`config.mk`:
```
export PLATFORM = sky130hd
export DESIGN_NAME = countdown_timer
export DESIGN_NICKNAME = d
export VERILOG_FILES = /design/src/rtl/timer_pkg.sv /design/src/rtl/timer_prescaler.sv /design/src/rtl/countdown_timer.sv
export SDC_FILE = /design/constraint.sdc
export NUM_CORES = 1
export LEC_CHECK = 0
export CAP_MARGIN = 0
export CORE_ASPECT_RATIO = 0.8
export CORE_MARGIN = 4
export CORE_UTILIZATION = 35
export DETAILED_ROUTE_END_ITERATION = 10
export GPL_TIMING_DRIVEN = 0
export HOLD_SLACK_MARGIN = 0.06
export PLACE_DENSITY = 0.66
export SYNTH_ARGS = -nofsm -noshare
export SYNTH_HDL_FRONTEND = slang
export SYNTH_HIERARCHICAL = 1
export SYNTH_SLANG_ARGS = --single-unit
```
`constraint.sdc`:
```
create_clock -name clk -period 2.27 [get_ports clk]
set_input_delay 0.454 -clock clk [delete_from_list [all_inputs] [get_ports clk]]
set_output_delay 0.454 -clock clk [all_outputs]
set_load 0.03 [all_outputs]
```
`src/rtl/timer_pkg.sv`:
```
// Shared timer definitions: FSM state encoding and a counter-width helper.
// Reused by the up counter and the countdown timer.
package timer_pkg;

  typedef enum logic [1:0] {
    IDLE  = 2'b00,
    RUN   = 2'b01,
    PAUSE = 2'b10,
    DONE  = 2'b11
  } timer_state_t;

  function automatic int unsigned cnt_width(input int unsigned n);
    return (n > 1) ? $clog2(n) : 1;
  endfunction

endpackage

```
`src/rtl/timer_prescaler.sv`:
```
// Divides advancing cycles by PRESCALE; tick is high on the last advancing cycle of each period.
// Combinational tick, registered phase counter; clr wins over adv.
module timer_prescaler
  import timer_pkg::*;
#(
  parameter int unsigned PRESCALE = 1
) (
  input  logic clk,
  input  logic reset,
  input  logic clr,
  input  logic adv,
  output logic tick
);

  localparam int unsigned   PW   = cnt_width(PRESCALE);
  localparam logic [PW-1:0] LAST = PW'(PRESCALE - 1);

  logic [PW-1:0] phase;

  assign tick = adv && (phase == LAST);

  always_ff @(posedge clk or negedge reset) begin
    if (!reset) begin
      phase <= '0;
    end else if (clr) begin
      phase <= '0;
    end else if (adv) begin
      phase <= tick ? '0 : phase + PW'(1);
    end
  end

endmodule

```
`src/rtl/countdown_timer.sv`:
```
// Loadable down-counting timer with pause/resume, one-cycle done pulse and optional auto-reload.
// Edge priority is load > pause > start; count/done are registered, busy/expired decode the state register.
module countdown_timer
  import timer_pkg::*;
#(
  parameter int unsigned WIDTH    = 4,
  parameter int unsigned PRESCALE = 1
) (
  input  logic             clk,
  input  logic             reset,
  input  logic             enable,
  input  logic             load,
  input  logic [WIDTH-1:0] load_value,
  input  logic             start,
  input  logic             pause,
  input  logic             auto_reload,
  output logic [WIDTH-1:0] count,
  output logic             busy,
  output logic             done,
  output logic             expired
);

  timer_state_t     state;
  logic [WIDTH-1:0] reload_val;
  logic             tick;
  logic             go;
  logic             pre_clr;
  logic             pre_adv;

  assign go      = (state == IDLE) && start && !pause && (count != '0);
  assign pre_clr = load || go;
  // The prescaler must not move on an edge whose tick would be discarded.
  assign pre_adv = (state == RUN) && enable && !load && !pause;

  timer_prescaler #(.PRESCALE(PRESCALE)) u_prescaler (
    .clk   (clk),
    .reset (reset),
    .clr   (pre_clr),
    .adv   (pre_adv),
    .tick  (tick)
  );

  always_ff @(posedge clk or negedge reset) begin
    if (!reset) begin
      state      <= IDLE;
      count      <= '0;
      reload_val <= '0;
      done       <= 1'b0;
    end else begin
      done <= 1'b0;
      if (load) begin
        state      <= IDLE;
        count      <= load_value;
        reload_val <= load_value;
      end else begin
        case (state)
          IDLE: begin
            if (go) state <= RUN;
          end
          RUN: begin
            if (pause) begin
              state <= PAUSE;
            end else if (tick) begin
              if (count == WIDTH'(1)) begin
                done <= 1'b1;
                if (auto_reload) begin
                  count <= reload_val;
                end else begin
                  count <= '0;
                  state <= DONE;
                end
              end else begin
                count <= count - WIDTH'(1);
              end
            end
          end
          PAUSE: begin
            if (start && !pause) state <= RUN;
          end
          default: begin
            count <= '0;
          end
        endcase
      end
    end
  end

  assign busy    = (state == RUN) || (state == PAUSE);
  assign expired = (state == DONE);

endmodule
```
==> results of run 1 <==
==> kinds of logic (layout without fill, tap and decap cells) <==
family          count (synthesis)  after routing  share of synthesized area, %
mux                             3              3                          4.10
flops                          12             12                          36.4
simple gates                   26             26                          21.9
fa+ha+maj                       7              7                          10.6
xor+xnor                        1              1                          1.06
buf+inv                        10             31                          5.77
compound gates                 24             24                          20.2
==> layer usage <==
layer	part of all wire [%]	GRT usage [%]	wire length [µm]
met3	6.0	5.71	107
met4	0.89	3.53	16
met5	0	0	0
met1	46	14.3	821
met2	47	20.3	845
==> registers in the layout, summed over array words and instances (netlist names) <==
signal,flops
count,4
done,1
reload_val,4
state,2
u_prescaler/phase,1
==> timing repair <==
item,in CTS,in global routing
setup endpoints to repair,2,6
gates resized for setup,2,2
buffers inserted,0,1
pin swaps,0,1
==> cell usage in the layout (no fill, tap or decap), types with 2 or more instances in the layout <==
master	count
clkbuf_4	3
buf_2	2
nor2b_1	3
o211ai_1	2
o21ai_0	3
dfrtp_1	12
clkdlybuf4s50_1	15
o31ai_1	3
nor2_1	3
ha_1	6
and3_1	3
nand2_1	3
a32o_1	2
mux2_2	3
nor3b_4	2
a21oi_1	8
inv_1	7
nand2b_1	2
==> through the flow <==
step / worst slack [ns] / total power [W] / hold WS, ns / setup TNS [ns] / std cells
2_1_floorplan: 0.301 / 0.000437 / 0.158 / 0 / 83
3_3_place_gp: -0.176 / 0.000520 / 0.486 / -0.731 / 124
3_5_place_dp: -0.165 / 0.000526 / 0.497 / -0.539 / 124
4_1_cts: 0.00996 / 0.000696 / 0.515 / 0 / 128
5_1_grt: 0.00643 / 0.000738 / 0.528 / 0 / 129
6_report: 0.101 / 0.000693 / 0.514 / 0 / 129
==> power by group through the flow <==
stage	clock network [W]	registers [W]	logic [W]
floorplan	0	0.000286	0.000151
global placement	0	0.000269	0.000251
detailed placement	0	0.000271	0.000256
CTS	0.000176	0.000267	0.000253
global route	0.000184	0.000272	0.000282
finish	0.000167	0.000268	0.000258
==> cell type report <==
cell class                      count  area [µm²]  area share, %
Buffer                              3        21.3           1.99
Clock buffer                        4        36.3           3.39
Inverter                            7        26.3           2.46
Multi-Input combinational cell     61         488           45.6
Sequential cell                    12         300           28.1
Tap cell                           25        31.3           2.92
Timing Repair Buffer               17         166           15.6
==> cells in the mapped netlist (all sizes together) (2+ instances only) <==
| library cell | number | area share, % |
|---|---|---|
| mux2 | 3 | 4.1 |
| a21oi | 8 | 4.9 |
| nand2b | 2 | 1.5 |
| nor3b | 3 | 5.3 |
| a32o | 2 | 2.4 |
| nand2 | 3 | 1.4 |
| o31ai | 3 | 2.7 |
| inv | 7 | 3.2 |
| o21ai | 4 | 2.9 |
| and3 | 3 | 2.3 |
| ha | 7 | 11 |
| o211ai | 2 | 1.8 |
| nor2b | 4 | 3.0 |
| or2 | 2 | 1.5 |
| buf | 3 | 2.6 |
| nor2 | 4 | 2.1 |
| dfrtp | 12 | 36 |
==> worst reg2reg max path, cell delays in order (launching register included) <==
cell and delay (ns):
dfrtp_1 0.48, ha_2 0.29, nor3b_4 0.21, and2_1 0.17, and2b_2 0.18, nor2b_2 0.19, o21a_1 0.21, o21ai_0 0.12
a41o_1 0.22
==> worst paths after layout <==
path                                endpoint  slack, ns  cells after the start
setup reg to reg                    count[3]       0.10                      8
max in group asynchronous      reload_val[0]       1.36                      1
min in group asynchronous  u_prescaler/phase       0.54                      1
hold / removal                 reload_val[1]       0.51                      1
setup / recovery                    count[3]       0.10                      8
hold reg to reg                reload_val[1]       0.51                      1
==> impl_metrics.csv, run 1 <==
group,metric,value,unit
power,p_seq_share,38.6,%
critical_path,path_class,"flop to flop",
clock_network,htree_num_levels,1,
finish,fin_util,48.7,%
power,p_int,0.000451,W
synthesis,async_reset_ff_share,100,%
clock_network,path_clk_slew,0.07,ns
clock_network,clockBufferDepth,2,
grt,grt_pass1_vias,693,
synthesis,synth_area,825,µm²
power,swShare,35.0,%
timing,finalClockSkew,0.00107,ns
synthesis,seq_area_frac_synth,36.4,%
synthesis,syn-instance-count,83,
job,maxCapViolCount,0,
floorplanning,core_region_area,0.00220,mm²
synthesis,syn-mean-instance-area,9.93,µm²
power,p_per_area,648,mW/mm²
drt,vias,701,
critical_path,cp.arrival,2.33,ns
placed_design,io_buffer_count,16,
grt,grt_max_degree,13,
grt,grt_usage,12.3,%
grt,antenna_found_initial,0,
clock_network,cts_sinks,12,
power,vdd_drop_max,0.000384,V
floorplanning,die_w,62.3,µm
timing,period_share,95.6,%
grt,gr-total-overflow,0,
drt,wl_per_cell,13.9,µm
power,p_clk_share,24.2,%
critical_path,crit_required,2.43,ns
finish,final_nets,123,
clock_network,postCtsHoldBufs,0,
drt,drc,0,
floorplanning,num_rows,15,
finish,n_antenna_cell,0,
critical_path,crit_path_cell_trace,"ha_2 -> nor3b_4 -> and2_1 -> and2b_2 -> nor2b_2 -> o21a_1 -> o21ai_0 -> a41o_1",
floorplanning,io-pin-count,18,
finish,syn2layout_area_growth,29.7,%
finish,nFillCells,201,
finish,fin_area,0.00107,mm²
critical_path,max_stage_delay,0.48,ns
timing,finalHoldViolCount,0,
timing,relSlewSlack,62.3,%
synthesis,ys_ff_latch,12,
floorplanning,die_height,51.4,µm
finish,drive_above_1_share,20.2,%
worst_hold_path,hold_path_class,"flop to flop",
synthesis,ys.flop_type,"dfrtp_1",
critical_path,critical_path_peak_fanout,7,
drt,drt_iter0_drc,16,
timing,rsz0062_at_grt,"no",
clock_network,cts_tree,"yes",
floorplanning,initial_core_util,37.5,%
synthesis,yosys_warnings,6,
critical_path,startpoint,"state[0]",
placed_design,placed_area,0.00102,mm²
drt,wirelength,1790,µm
timing,period_needed,2.17,ns
synthesis,syn-num-nets,101,
outcome,status,"completed",
timing,clock.fmax,461,MHz
timing,tightest_slew,0.563,ns
placed_design,place_congestion,0.833,
critical_path,critPathLaunchType,"flop",
drt,antenna_left,0,
synthesis,yosysUniqueCellTypes,33,
grt,grt_pass1_wl,3110,µm
power,p_leak,0.473,nW
clock_network,root_buffer,"clkbuf_4",
synthesis,synth-edff-count,0,
floorplanning,die_area,0.00320,mm²
critical_path,cp_top_family,"simple AND/OR/NAND/NOR gates",
placed_design,place_hpwl,1370,µm
power,pwr-share-comb,37.2,%
drt,dr.pass1.iters,4,
critical_path,crit_slowest_cell,"dfrtp_1",
critical_path,end_kind,"flop",
timing,setup_violations,0,
critical_path,rr_startpoint,"state[0]",
power,switching_power,0.000243,W
drt,via_per_inst,5.43,
clock_network,clk_latency,0.27,ns
critical_path,critPathBufInv,0,
clock_network,cts_buffers,3,
timing,finalMaxSlewViolations,0,
worst_hold_path,hold_start,"reload_val[1]",
Note: power is estimated with default switching activity, not from simulation.
==> run 2: changes to the inputs <==
--- a/config.mk
+++ b/config.mk
@@ -8,11 +8,10 @@
 export CAP_MARGIN = 0
 export CORE_ASPECT_RATIO = 0.8
 export CORE_MARGIN = 4
-export CORE_UTILIZATION = 35
+export CORE_UTILIZATION = 24
 export DETAILED_ROUTE_END_ITERATION = 10
-export GPL_TIMING_DRIVEN = 0
-export HOLD_SLACK_MARGIN = 0.06
-export PLACE_DENSITY = 0.66
+export HOLD_SLACK_MARGIN = 0.08
+export PLACE_DENSITY = 0.51
 export SYNTH_ARGS = -nofsm -noshare
 export SYNTH_HDL_FRONTEND = slang
 export SYNTH_HIERARCHICAL = 1
==> impl_metrics.csv, run 2 (same netlist as run 1, synthesis figures left out) <==
group,metric,value,unit
outcome,status,"completed",
critical_path,rr_worst_depth,9,
critical_path,rr_endpoint,"count[3]",
drt,met3_length,121,µm
drt,routed-wl-met2,773,µm
timing,period_needed,2.16,ns
clock_network,cts_setup_buffers,0,
finish,final_cell_mix,"17 x clkdlybuf4s50_1, 12 x dfrtp_1, 8 x a21oi_1",
critical_path,crit_required,1.82,ns
grt,grt_max_degree,17,
clock_network,cts_resized,0,
timing,period_share,95.1,%
clock_network,htree_num_levels,1,
critical_path,critical_path_peak_fanout,4,
finish,fin_area,0.00112,mm²
finish,syn2layout_area_growth,35.5,%
finish,largestRegisters,"count (4), reload_val (4), state (2)",
timing,setup_violations,0,
floorplanning,num_rows,18,
timing,clock.fmax,463,MHz
timing,final.setup.worst_slack,0.112,ns
finish,final_common_cell,"clkdlybuf4s50_1",
clock_network,clk_latency,0.24,ns
placed_design,placed_area,0.00108,mm²
finish,fin_util,34.9,%
floorplanning,die_height,60.4,µm
floorplanning,die_area,0.00444,mm²
critical_path,path_class,"flop to output pin",
power,p_leak,0.488,nW
drt,dr.pass1.iters,4,
timing,hold-worst-slack,0.503,ns
timing,rsz0062_at_grt,"no",
finish,drive_above_1_share,19.6,%
grt,antenna_found_initial,0,
grt,grt_usage,9.76,%
placed_design,place_hpwl,1540,µm
power,vdd_drop_max,0.000365,V
drt,vias,674,
worst_hold_path,hold_start,"reload_val[1]",
grt,grt_pass1_wl,3190,µm
floorplanning,core_region_area,0.00320,mm²
clock_network,postCtsHoldBufs,0,
grt,grt_pass1_vias,683,
clock_network,root_buffer,"clkbuf_8",
power,p_per_area,657,mW/mm²
timing,relSlewSlack,63.6,%
drt,top_layer,"met4",
floorplanning,die_w,73.5,µm
worst_hold_path,hold_path_class,"flop to flop",
placed_design,io_buffer_count,17,
clock_network,path_clk_slew,0.05,ns
critical_path,critPathLaunchType,"flop",
drt,drt-met1-wl,990,µm
timing,tightest_slew,0.544,ns
timing,finalHoldViolCount,0,
finish,nFillCells,332,
clock_network,cts_tree,"yes",
clock_network,cts_buffers,3,
drt,wl_per_cell,13.0,µm
drt,wirelength,1910,µm
job,maxCapViolCount,0,
critical_path,r2r_setup_slack,0.30,ns
drt,drt_iter0_drc,29,
placed_design,post-place-ws,0.0561,ns
placed_design,place_congestion,0.788,
drt,antenna_left,0,
clock_network,clockBufferDepth,2,
drt,drc,0,
grt,gr-total-overflow,0,
floorplanning,initial_core_util,25.8,%
timing,finalClockSkew,0.00198,ns
critical_path,end_kind,"output pin",
finish,final_nets,127,
critical_path,cp.arrival,1.70,ns
drt,via_per_inst,4.59,
timing,finalMaxSlewViolations,0,
critical_path,rr_startpoint,"state[1]",
clock_network,cts_sinks,12,
worst_hold_path,worstHoldEndpoint,"reload_val[1]",
floorplanning,io-pin-count,18,
worst_hold_path,hold_depth,1,
timing,finalSetupTns,0,ns
finish,n_antenna_cell,0,
-- run 2: cell count changes in the layout (fill, tap and decap cells not counted) --
cell             change
buf_6                -1
clkdlybuf4s50_1      +2
clkbuf_8             +2
buf_2                -2
nor3b_4              -1
ha_1                 +1
buf_4                +6
nor2b_1              +1
dlygate4sd2_1        -1
nor2b_2              -1
nor3b_2              +1
clkbuf_4             -3
ha_2                 -1
-- run 2: worst max path at each step --
| stage | startpoint | end | cells after the start |
|---|---|---|---|
| floorplan | state[1] | count[3] | 9 |
| global placement | load | count[3] | 8 |
| detailed placement | load | count[3] | 8 |
| CTS | state[0] | busy | 3 |
| global route | state[0] | busy | 3 |
| finish | state[0] | busy | 3 |
-- run 2: cell type report --
cell class / instances / area [µm²] / share of cell area, %
inverters: 7 / 26.3 / 2.35
multi-input cells: 61 / 477 / 42.7
clock buffers: 3 / 41.3 / 3.70
well taps: 40 / 50.0 / 4.48
repair buffers: 24 / 223 / 19.9
flip-flops and latches: 12 / 300 / 26.9
-- run 2: per-stage QoR --
step	instances	power [W]
floorplan	83	0.000437
global placement	144	0.000544
detailed placement	144	0.000544
CTS	147	0.000746
global route	147	0.000784
finish	147	0.000734
-- run 2: metal layers --
metal | global-route usage (%) | vias to the layer above
li1 | - | 345
met1 | 14.4 | 308
met2 | 12.0 | 18
met3 | 4.47 | 3
met4 | 3.88 | 0
met5 | 0 | -
-- run 2: worst max-delay path, cell delays in order (launching register included) --
cell and delay, ns:
dfrtp_1 0.41, inv_1 0.09, ha_1 0.30, clkdlybuf4s50_1 0.66
-- run 2: power by group --
group	internal [W]	switching, W
Combinational	0.000129	0.000138
Sequential	0.000238	0.0000369
Clock	0.000117	0.0000761
==> run 3: changes to the inputs <==
--- a/config.mk
+++ b/config.mk
@@ -11,7 +11,8 @@
 export CORE_UTILIZATION = 24
 export DETAILED_ROUTE_END_ITERATION = 10
 export HOLD_SLACK_MARGIN = 0.08
-export PLACE_DENSITY = 0.51
+export PLACE_DENSITY = 0.4
+export SLEW_MARGIN = 20
 export SYNTH_ARGS = -nofsm -noshare
 export SYNTH_HDL_FRONTEND = slang
 export SYNTH_HIERARCHICAL = 1
==> constraint.sdc (replaced) <==
create_clock -name clk -period 2.2 [get_ports clk]
set_input_delay 0.44 -clock clk [delete_from_list [all_inputs] [get_ports clk]]
set_output_delay 0.44 -clock clk [all_outputs]
set_load 0.03 [all_outputs]
==> impl_metrics.csv, run 3 (same netlist as run 1, synthesis figures left out) <==
group,metric,value,unit
outcome,status,"completed",
critical_path,crit_required,1.76,ns
grt,grt_pass1_wl,3510,µm
grt,grt_usage,10.7,%
finish,largestRegisters,"count (4), reload_val (4), state (2)",
drt,dr.pass1.iters,4,
power,p_leak,0.514,nW
finish,nFillCells,341,
drt,wirelength,2070,µm
clock_network,cts_sinks,12,
critical_path,end_kind,"output pin",
clock_network,path_clk_slew,0.06,ns
placed_design,place_congestion,0.749,
placed_design,io_buffer_count,17,
timing,relSlewSlack,59.7,%
timing,finalSetupTns,0,ns
finish,final_nets,128,
job,maxCapViolCount,0,
critical_path,max_stage_delay,0.59,ns
finish,n_antenna_cell,0,
clock_network,clockBufferDepth,2,
finish,syn2layout_area_growth,38.4,%
grt,grt_max_degree,17,
drt,wl_per_cell,13.9,µm
timing,finalMaxSlewViolations,0,
critical_path,crit_slowest_cell,"clkdlybuf4s50_1",
power,p_per_area,708,mW/mm²
clock_network,htree_num_levels,1,
timing,period_needed,2.01,ns
clock_network,cts_setup_buffers,0,
timing,tightest_slew,0.602,ns
timing,finalClockSkew,0.00143,ns
drt,vias,682,
drt,drt_iter0_drc,44,
floorplanning,num_rows,18,
critical_path,crit_path_cell_trace,"buf_4 -> ha_1 -> clkdlybuf4s50_1",
floorplanning,core_region_area,0.00320,mm²
power,vdd_drop_max,0.000306,V
placed_design,place_hpwl,1620,µm
floorplanning,die_height,60.4,µm
grt,grt_pass1_vias,708,
critical_path,cp.arrival,1.57,ns
timing,finalHoldViolCount,0,
timing,period_share,91.5,%
timing,clock.fmax,497,MHz
drt,drc,0,
finish,final_cell_mix,"16 x clkdlybuf4s50_1, 12 x dfrtp_1, 8 x a21oi_1, 8 x buf_4",
drt,via_per_inst,4.58,
critical_path,rr_startpoint,"state[1]",
floorplanning,io-pin-count,18,
finish,final_common_cell,"clkdlybuf4s50_1",
critical_path,critPathLaunchType,"flop",
drt,antenna_left,0,
timing,rsz0062_at_grt,"no",
floorplanning,initial_core_util,25.8,%
critical_path,startpoint,"state[0]",
clock_network,cts_buffers,3,
finish,fin_cells,149,
grt,gr-total-overflow,0,
clock_network,cts_tree,"yes",
clock_network,clk_latency,0.25,ns
grt,antenna_found_initial,0,
worst_hold_path,hold_start,"reload_val[1]",
floorplanning,die_area,0.00444,mm²
finish,drive_above_1_share,21.1,%
worst_hold_path,hold_path_class,"flop to flop",
floorplanning,die_w,73.5,µm
placed_design,dp_cells,145,
timing,setup_violations,0,
critical_path,critical_path_peak_fanout,5,
clock_network,root_buffer,"clkbuf_8",
critical_path,path_class,"flop to output pin",
[run 3: cell types whose count changed in the layout (fill, tap and decap cells not counted), sizes merged]
| cell | before | now |
|---|---|---|
| clkbuf | 3 | 4 |
| buf | 7 | 8 |
| clkdlybuf4s50 | 17 | 16 |
| dlymetal6s2s | 0 | 1 |
[run 3: per-layer routing]
layer,track usage (%),part of all wire [%]
met4,4.65,1.7
met3,3.81,6.3
met2,14.1,36
met1,15.6,56
met5,0,0
[run 3: final timing paths]
kind / endpoint / slack, ns / cells after the start
min in group asynchronous: done / 0.57 / 1
min reg2reg: reload_val[1] / 0.50 / 1
min: reload_val[1] / 0.50 / 1
max reg2reg: count[2] / 0.23 / 10
max: expired / 0.19 / 3
max in group asynchronous: state[1] / 1.24 / 1
[run 3: final cells by class]
type	count	area [µm²]	area share, %
flip-flops and latches	12	300	26.3
multi-input cells	61	477	41.8
repair buffers	25	233	20.4
clock buffers	4	55.1	4.82
well taps	40	50.0	4.39
inverters	7	26.3	2.30
[run 3: stage by stage]
stage	utilization, %	hold WS (ns)	setup slack, ns	cell area [µm²]	power (W)
2_1_floorplan	-	0.144	0.231	825	0.000451
3_3_place_gp	33.9	0.491	0.0335	1080	0.000568
3_5_place_dp	33.9	0.493	-0.0131	1080	0.000566
4_1_cts	35.6	0.507	0.0337	1140	0.000822
5_1_grt	35.7	0.540	0.00471	1140	0.000863
6_report	35.7	0.501	0.188	1140	0.000808
[run 3: where the power goes]
group          internal, W  switching, W  leakage, nW
registers         0.000245     0.0000349        0.149
clock network     0.000159     0.0000903       0.0288
logic             0.000133      0.000146        0.337
total             0.000537      0.000271        0.514
[run 3: critical path, delay by kind of cell (launching register included)]
| kind | cells | cell delay (ns) |
|---|---|---|
| flip-flops | 1 | 0.39 |
| adder cells (fa/ha/maj) | 1 | 0.18 |
| buffers and inverters | 2 | 0.75 |
[run 3: what timing repair did]
item                                    4_1_cts  5_1_grt
gates resized for setup                       0        1
hold buffers                                  0        0
endpoints found under the setup margin        0        1
